File: src/rtl/pwm_duty_ramp.sv
// pwm_duty_ramp: "breathing" duty source for a runtime-duty PWM.
//   The duty ramps up in STEP increments, holds at full duty, ramps down, holds
//   at zero, and then repeats. Every duty change happens on a frame-wrap edge, so
//   the new value is valid in the cycle where period_start is high.
// Ports:
//   clk          in   system clock
//   rst          in   asynchronous, active-high reset
//   en           in   run enable; while low, all state is frozen
//   duty         out  current duty in clock cycles, 0..PERIOD (registered)
//   period_start out  one-cycle strobe on the first cycle of a period (registered)
//   phase        out  0=RISE 1=HOLD_HI 2=FALL 3=HOLD_LO
module pwm_duty_ramp #(
  parameter int PERIOD           = 1000,
  parameter int STEP             = 10,
  parameter int PERIODS_PER_STEP = 100,
  parameter int HOLD_PERIODS     = 50,
  parameter int DUTY_W           = $clog2(PERIOD+1)
) (
  input  logic              clk,
  input  logic              rst,
  input  logic              en,
  output logic [DUTY_W-1:0] duty,
  output logic              period_start,
  output logic [1:0]        phase
);

  localparam int CNT_W = (PERIOD > 1)           ? $clog2(PERIOD)           : 1;
  localparam int SC_W  = (PERIODS_PER_STEP > 1) ? $clog2(PERIODS_PER_STEP) : 1;
  localparam int HC_W  = (HOLD_PERIODS > 1)     ? $clog2(HOLD_PERIODS)     : 1;
  localparam int DW1   = DUTY_W + 1;

  localparam logic [CNT_W-1:0]  CNT_LAST = CNT_W'(PERIOD - 1);
  localparam logic [SC_W-1:0]   SC_LAST  = SC_W'(PERIODS_PER_STEP - 1);
  localparam logic [HC_W-1:0]   HC_LAST  = HC_W'(HOLD_PERIODS - 1);
  localparam logic [DW1-1:0]    STEP_X   = DW1'(STEP);
  localparam logic [DW1-1:0]    PERIOD_X = DW1'(PERIOD);
  localparam logic [DUTY_W-1:0] STEP_D   = DUTY_W'(STEP);
  localparam logic [DUTY_W-1:0] PERIOD_D = DUTY_W'(PERIOD);

  // Reject illegal parameter sets at elaboration.
  generate
    if (PERIOD < 1) begin : g_bad_period
      $error("pwm_duty_ramp: PERIOD must be >= 1");
    end
    if (STEP < 1 || STEP > PERIOD) begin : g_bad_step
      $error("pwm_duty_ramp: STEP must be in 1..PERIOD");
    end
    if (PERIODS_PER_STEP < 1) begin : g_bad_pps
      $error("pwm_duty_ramp: PERIODS_PER_STEP must be >= 1");
    end
    if (HOLD_PERIODS < 1) begin : g_bad_hold
      $error("pwm_duty_ramp: HOLD_PERIODS must be >= 1");
    end
    if (DUTY_W != $clog2(PERIOD+1)) begin : g_bad_dw
      $error("pwm_duty_ramp: DUTY_W is derived and must not be overridden");
    end
  endgenerate

  typedef enum logic [1:0] {
    RISE    = 2'd0,
    HOLD_HI = 2'd1,
    FALL    = 2'd2,
    HOLD_LO = 2'd3
  } phase_e;

  phase_e            phase_q, phase_d;
  logic [CNT_W-1:0]  cnt_q, cnt_d;
  logic [SC_W-1:0]   step_cnt_q, step_cnt_d;
  logic [HC_W-1:0]   hold_cnt_q, hold_cnt_d;
  logic [DUTY_W-1:0] duty_q, duty_d;
  logic              ps_q, ps_d;

  logic              wrap;
  logic [DW1-1:0]    sum_up;
  logic [DUTY_W-1:0] up_sat, dn_sat;

  // The wrap edge is the only moment anything other than cnt may change.
  assign wrap = en && (cnt_q == CNT_LAST);

  // The sum is one bit wider so it cannot overflow before it is clamped to PERIOD.
  assign sum_up = {1'b0, duty_q} + STEP_X;
  assign up_sat = (sum_up > PERIOD_X) ? PERIOD_D : sum_up[DUTY_W-1:0];
  assign dn_sat = (duty_q >= STEP_D) ? (duty_q - STEP_D) : '0;

  // State register
  always_ff @(posedge clk or posedge rst) begin
    if (rst) begin
      phase_q    <= RISE;
      cnt_q      <= '0;
      step_cnt_q <= '0;
      hold_cnt_q <= '0;
      duty_q     <= '0;
      ps_q       <= 1'b0;
    end else begin
      phase_q    <= phase_d;
      cnt_q      <= cnt_d;
      step_cnt_q <= step_cnt_d;
      hold_cnt_q <= hold_cnt_d;
      duty_q     <= duty_d;
      ps_q       <= ps_d;
    end
  end

  // Next-state logic
  always_comb begin
    phase_d    = phase_q;
    step_cnt_d = step_cnt_q;
    hold_cnt_d = hold_cnt_q;
    duty_d     = duty_q;
    ps_d       = wrap;
    cnt_d      = cnt_q;
    if (wrap)    cnt_d = '0;
    else if (en) cnt_d = cnt_q + CNT_W'(1);

    if (wrap) begin
      unique case (phase_q)
        RISE: begin
          if (step_cnt_q == SC_LAST) begin
            duty_d     = up_sat;
            step_cnt_d = '0;
            if (up_sat == PERIOD_D) begin
              phase_d    = HOLD_HI;
              hold_cnt_d = '0;
            end
          end else begin
            step_cnt_d = step_cnt_q + SC_W'(1);
          end
        end
        FALL: begin
          if (step_cnt_q == SC_LAST) begin
            duty_d     = dn_sat;
            step_cnt_d = '0;
            if (dn_sat == '0) begin
              phase_d    = HOLD_LO;
              hold_cnt_d = '0;
            end
          end else begin
            step_cnt_d = step_cnt_q + SC_W'(1);
          end
        end
        HOLD_HI, HOLD_LO: begin
          if (hold_cnt_q == HC_LAST) begin
            phase_d    = (phase_q == HOLD_HI) ? FALL : RISE;
            hold_cnt_d = '0;
            step_cnt_d = '0;
          end else begin
            hold_cnt_d = hold_cnt_q + HC_W'(1);
          end
        end
        default: phase_d = RISE;
      endcase
    end
  end

  // Output logic: every output comes straight from a register.
  always_comb begin
    duty         = duty_q;
    period_start = ps_q;
    phase        = phase_q;
  end

endmodule

File: config.mk
export PLATFORM = sky130hd
export DESIGN_NAME = pwm_duty_ramp
export DESIGN_NICKNAME = d
export VERILOG_FILES = /design/src/rtl/pwm_duty_ramp.sv
export SDC_FILE = /design/constraint.sdc
export NUM_CORES = 1
export LEC_CHECK = 0
export BUFFER_PORTS_ARGS = -buffer_cell sky130_fd_sc_hd__buf_2
export CAP_MARGIN = 20
export CORE_MARGIN = 5
export CORE_UTILIZATION = 35
export CTS_CLUSTER_SIZE = 8
export DETAILED_ROUTE_END_ITERATION = 6
export SLEW_MARGIN = 15
export SYNTH_ARGS = -nofsm -noshare
export SYNTH_HDL_FRONTEND = slang
export SYNTH_SLANG_ARGS = --single-unit
File: constraint.sdc
create_clock -name clk -period 3.1 [get_ports clk]
set_clock_uncertainty 0.2 [all_clocks]
set_input_delay 0.62 -clock clk [delete_from_list [all_inputs] [get_ports clk]]
set_output_delay 0.62 -clock clk [all_outputs]
set_load 0.01 [all_outputs]
==> summary by stage <==
Status
The run finished with clean final reports.

Placed design
Port buffering added 15 buffers. The HPWL after detailed placement is 4.42 mm. The pre-CTS setup slack is 0.180 ns. At the end of routability-driven placement, the weighted congestion stood at 0.923. Summing all placed instances gives a cell area of 2780 um^2.

Timing
Setup total negative slack on the finished layout was measured at 0 ns. On the final layout, the worst hold slack is 0.220 ns. In the finished design, the share of the clock period the worst path needs comes to 0.946. The clock period minus worst slack is 2.93 ns.

The final number of hold-violating endpoints came to 0. Setup repair after global routing left no endpoint under its margin. Setup violations remaining at the end of the flow were counted as 0.

The max-slew headroom at the worst pin is 0.672. Derived from the worst setup path, the maximum achievable clock frequency is 341 MHz. The pin slew with the least headroom to its limit is 0.492 ns. The number of pins exceeding their max-slew limit in the final report is 0. Once routing completed, OpenROAD measured the worst setup slack at 0.168 ns.

Setup path
The worst reg2reg path startpoint is duty[2]. The largest single stage delay on the critical path is 0.45 ns. In this run the worst setup path begins at duty[2]. The worst setup path is launched from a flop. The slowest stage of the critical path belongs to the cell dfrtp_1. The endpoint identified for the worst register-to-register timing path is phase[0].

The endpoint required time on the critical path is 3.10 ns. In this run the worst setup path terminates at phase[0]. The critical path arrival is 2.93 ns. For the worst flop-to-flop path, the logic depth is 8. The worst setup path is captured at a flop. The register-to-register setup slack is 0.17 ns. Walking the worst path, the cells encountered are ha_1 -> o211ai_1 -> or3_1 -> a211oi_1 -> o211a_1 -> o221ai_2 -> or2_1 -> a221oi_2. The critical path class is reg -> reg. In this run the worst path has a maximum fanout of 7.

Hold path
The tightest min-delay check is of the in -> async type.

Die
The top-level port count is 16. From left edge to right edge, the die measures 95.7 um. The number of rows in the core area is 31. The initial standard-cell utilization of the core is 0.356. The total die area is 9160 um^2. The standard cell core area is 7210 um^2. The height of the chip is 95.7 um.

Global route
The maximum number of pins on one net before global-route repair is 37. The via count of the first global-routing pass came to 2,178. Across every metal layer, demand over resource in global routing totals 0.146. The global-route wire length before repair is 10.6 mm. Global routing finished with a remaining overflow of 0.

The initial antenna violation count is 0.

Power and ir drop
The maximum VDD drop is 231 uV. The power density normalized to cell area is 333 nW/um^2. The static leakage is 1.24 nW.

Synth
The count of yosys warnings during synthesis is 0. The synthesized instance count is 293. The synthesized design contains 36 register bits. Summed over all instances, the cell type with the most area after synthesis is dfrtp_1. The number of enable flip-flop cells after synthesis is 0.

Synthesis produced a netlist with a net count of 307. Sorting the synthesized cells by area gives the leading types as dfrtp_1 35%, ha_1 5.4%, o21ai_0 5.3%, nor2_1 4.8%, nand2_1 3.1%. The portion of the post-synthesis area used by sequential elements is 0.351. The async set or reset register ratio after synthesis is 1.00. The leading register cell type out of synthesis is dfrtp_1. The top cell type's share of synthesized area is 0.351. The number of distinct library cells after synthesis is 61. The synthesized netlist occupies a cell area of 2570 um^2. The mean instance size in the synthesized netlist is 8.77 um^2.

Clocking
The clock tree from TritonCTS is done. Clock latency on the worst-skew pair, taken at its later pin, is 0.30 ns. The post-CTS setup-driven buffer insertion count is 0. The sink count of the clock tree is 36.

The number of buffers inserted for hold repair after clock tree synthesis is 0. Counting along the longest clock path gives a buffer depth of 2. After clock tree synthesis, the clock-pin slew on the worst setup and hold paths is 0.08 ns.

The tree is rooted in a clkbuf_8. The H-tree depth reported by CTS is 2. The CTS buffer count is 5. The number of gates resized after CTS is 0.

Layout
From synthesis to final layout, the design area changed by 11.7%. Once layout is done, the placed cells without fillers occupy 2870 um^2. The number of diodes is 0. The total number of nets in the final design is 330. The utilization of the core after routing is 0.398. The fraction of layout cells with a size suffix above 1 is 0.167.

Routing
In this run the remaining antenna-violating nets after routing total 0. The final layout contains routed wiring with a total length of 6.15 mm. The final route contains 2,285 vias. After detailed routing, the number of remaining DRC violations is 0. The number of design-rule violations left by the first detailed-router iteration is 75. After detailed routing, the average wire length per cell comes to 14.8 um. In the routed layout, each cell is associated on average with a via count of 5.49. The first-pass detailed-route iteration total is 5.

Job
Max-cap violations in this run came to 0.
==> kinds of logic after synthesis <==
kind of cell / share of synthesized area
buffers and inverters: 0.0628
DFF: 0.351
adders and majority gates: 0.0536
xor gates and xnor gates: 0.0307
and+or+nand+nor: 0.245
AOI/OAI and AO/OA: 0.240
muxes: 0.0175
==> state kept, by name (all words and copies together) (netlist names) <==
name	count
hold_cnt_q	6
duty	10
step_cnt_q	7
period_start	1
phase	2
cnt_q	10
==> worst max-delay path: cells and delay by family, from the launching register on <==
family | cells | cell delay, ns
AO/OA/AOI/OAI | 5 | 1.15
AND/OR/NAND/NOR | 2 | 0.77
flip-flops | 1 | 0.45
adder cells (fa/ha/maj) | 1 | 0.28
==> cell type report <==
type | count | area, um^2
multi-input cells | 229 | 1510
clock buffers | 5 | 68.8
well taps | 99 | 124
inverters | 13 | 48.8
repair buffers | 31 | 195
flip-flops and latches | 36 | 902
fillers | 748 | 4340
clock inverters | 3 | 23.8
==> cell usage after synthesis (4+ instances only) <==
| library cell | n |
|---|---|
| buf_4 | 4 |
| buf_6 | 5 |
| a211oi_1 | 5 |
| ha_1 | 11 |
| nand2_1 | 21 |
| inv_1 | 13 |
| nor2_1 | 33 |
| nand3_1 | 14 |
| nor2b_1 | 5 |
| nand4_1 | 8 |
| nor3_1 | 5 |
| a21oi_1 | 8 |
| and3_1 | 5 |
| nand2b_1 | 6 |
| dfrtp_1 | 36 |
| o21ai_0 | 27 |
| xor2_1 | 4 |
| xnor2_1 | 5 |
| o31ai_1 | 10 |
| o41ai_2 | 4 |
==> metrics by stage <==
stage	power (mW)	std cells
4_1_cts	0.976	416
3_3_place_gp	0.613	408
3_5_place_dp	0.616	408
6_report	0.956	416
2_1_floorplan	0.596	293
5_1_grt	1.01	416
==> where the power goes <==
| group | internal (mW) | leakage (nW) | switching [mW] | total, mW |
|---|---|---|---|---|
| sequential | 0.501 | 0.466 | 0.0392 | 0.540 |
| clock | 0.159 | 0.0404 | 0.192 | 0.351 |
| combinational | 0.0309 | 0.734 | 0.0343 | 0.0652 |
==> routing by layer <==
layer	GRT usage	vias up	share of wire
li1	-	1131	-
met1	0.194	1084	0.46
met2	0.238	65	0.47
met3	0.0336	5	0.052
met4	0.0415	0	0.010
met5	0	-	0
==> worst min path at each step <==
stage	slack, ns	to	from
detailed placement	0.27	cnt_q[8]	cnt_q[8]
finish	0.22	period_start	rst
global route	0.30	cnt_q[6]	rst
floorplan	0.25	cnt_q[8]	cnt_q[8]
CTS	0.24	cnt_q[6]	rst
global placement	0.28	step_cnt_q[1]	step_cnt_q[1]
==> layout by cell type, fill, tap and decap left out, types with 6 or more instances in the layout <==
master / instances
dfrtp_1: 35
o21ai_0: 27
ha_1: 11
buf_4: 16
buf_2: 15
nand2b_1: 6
o31ai_1: 10
nand3_1: 14
nand2_1: 21
a21oi_1: 8
nor2_1: 33
nand4_1: 8
inv_1: 13
(Power assumes the default switching activity.)
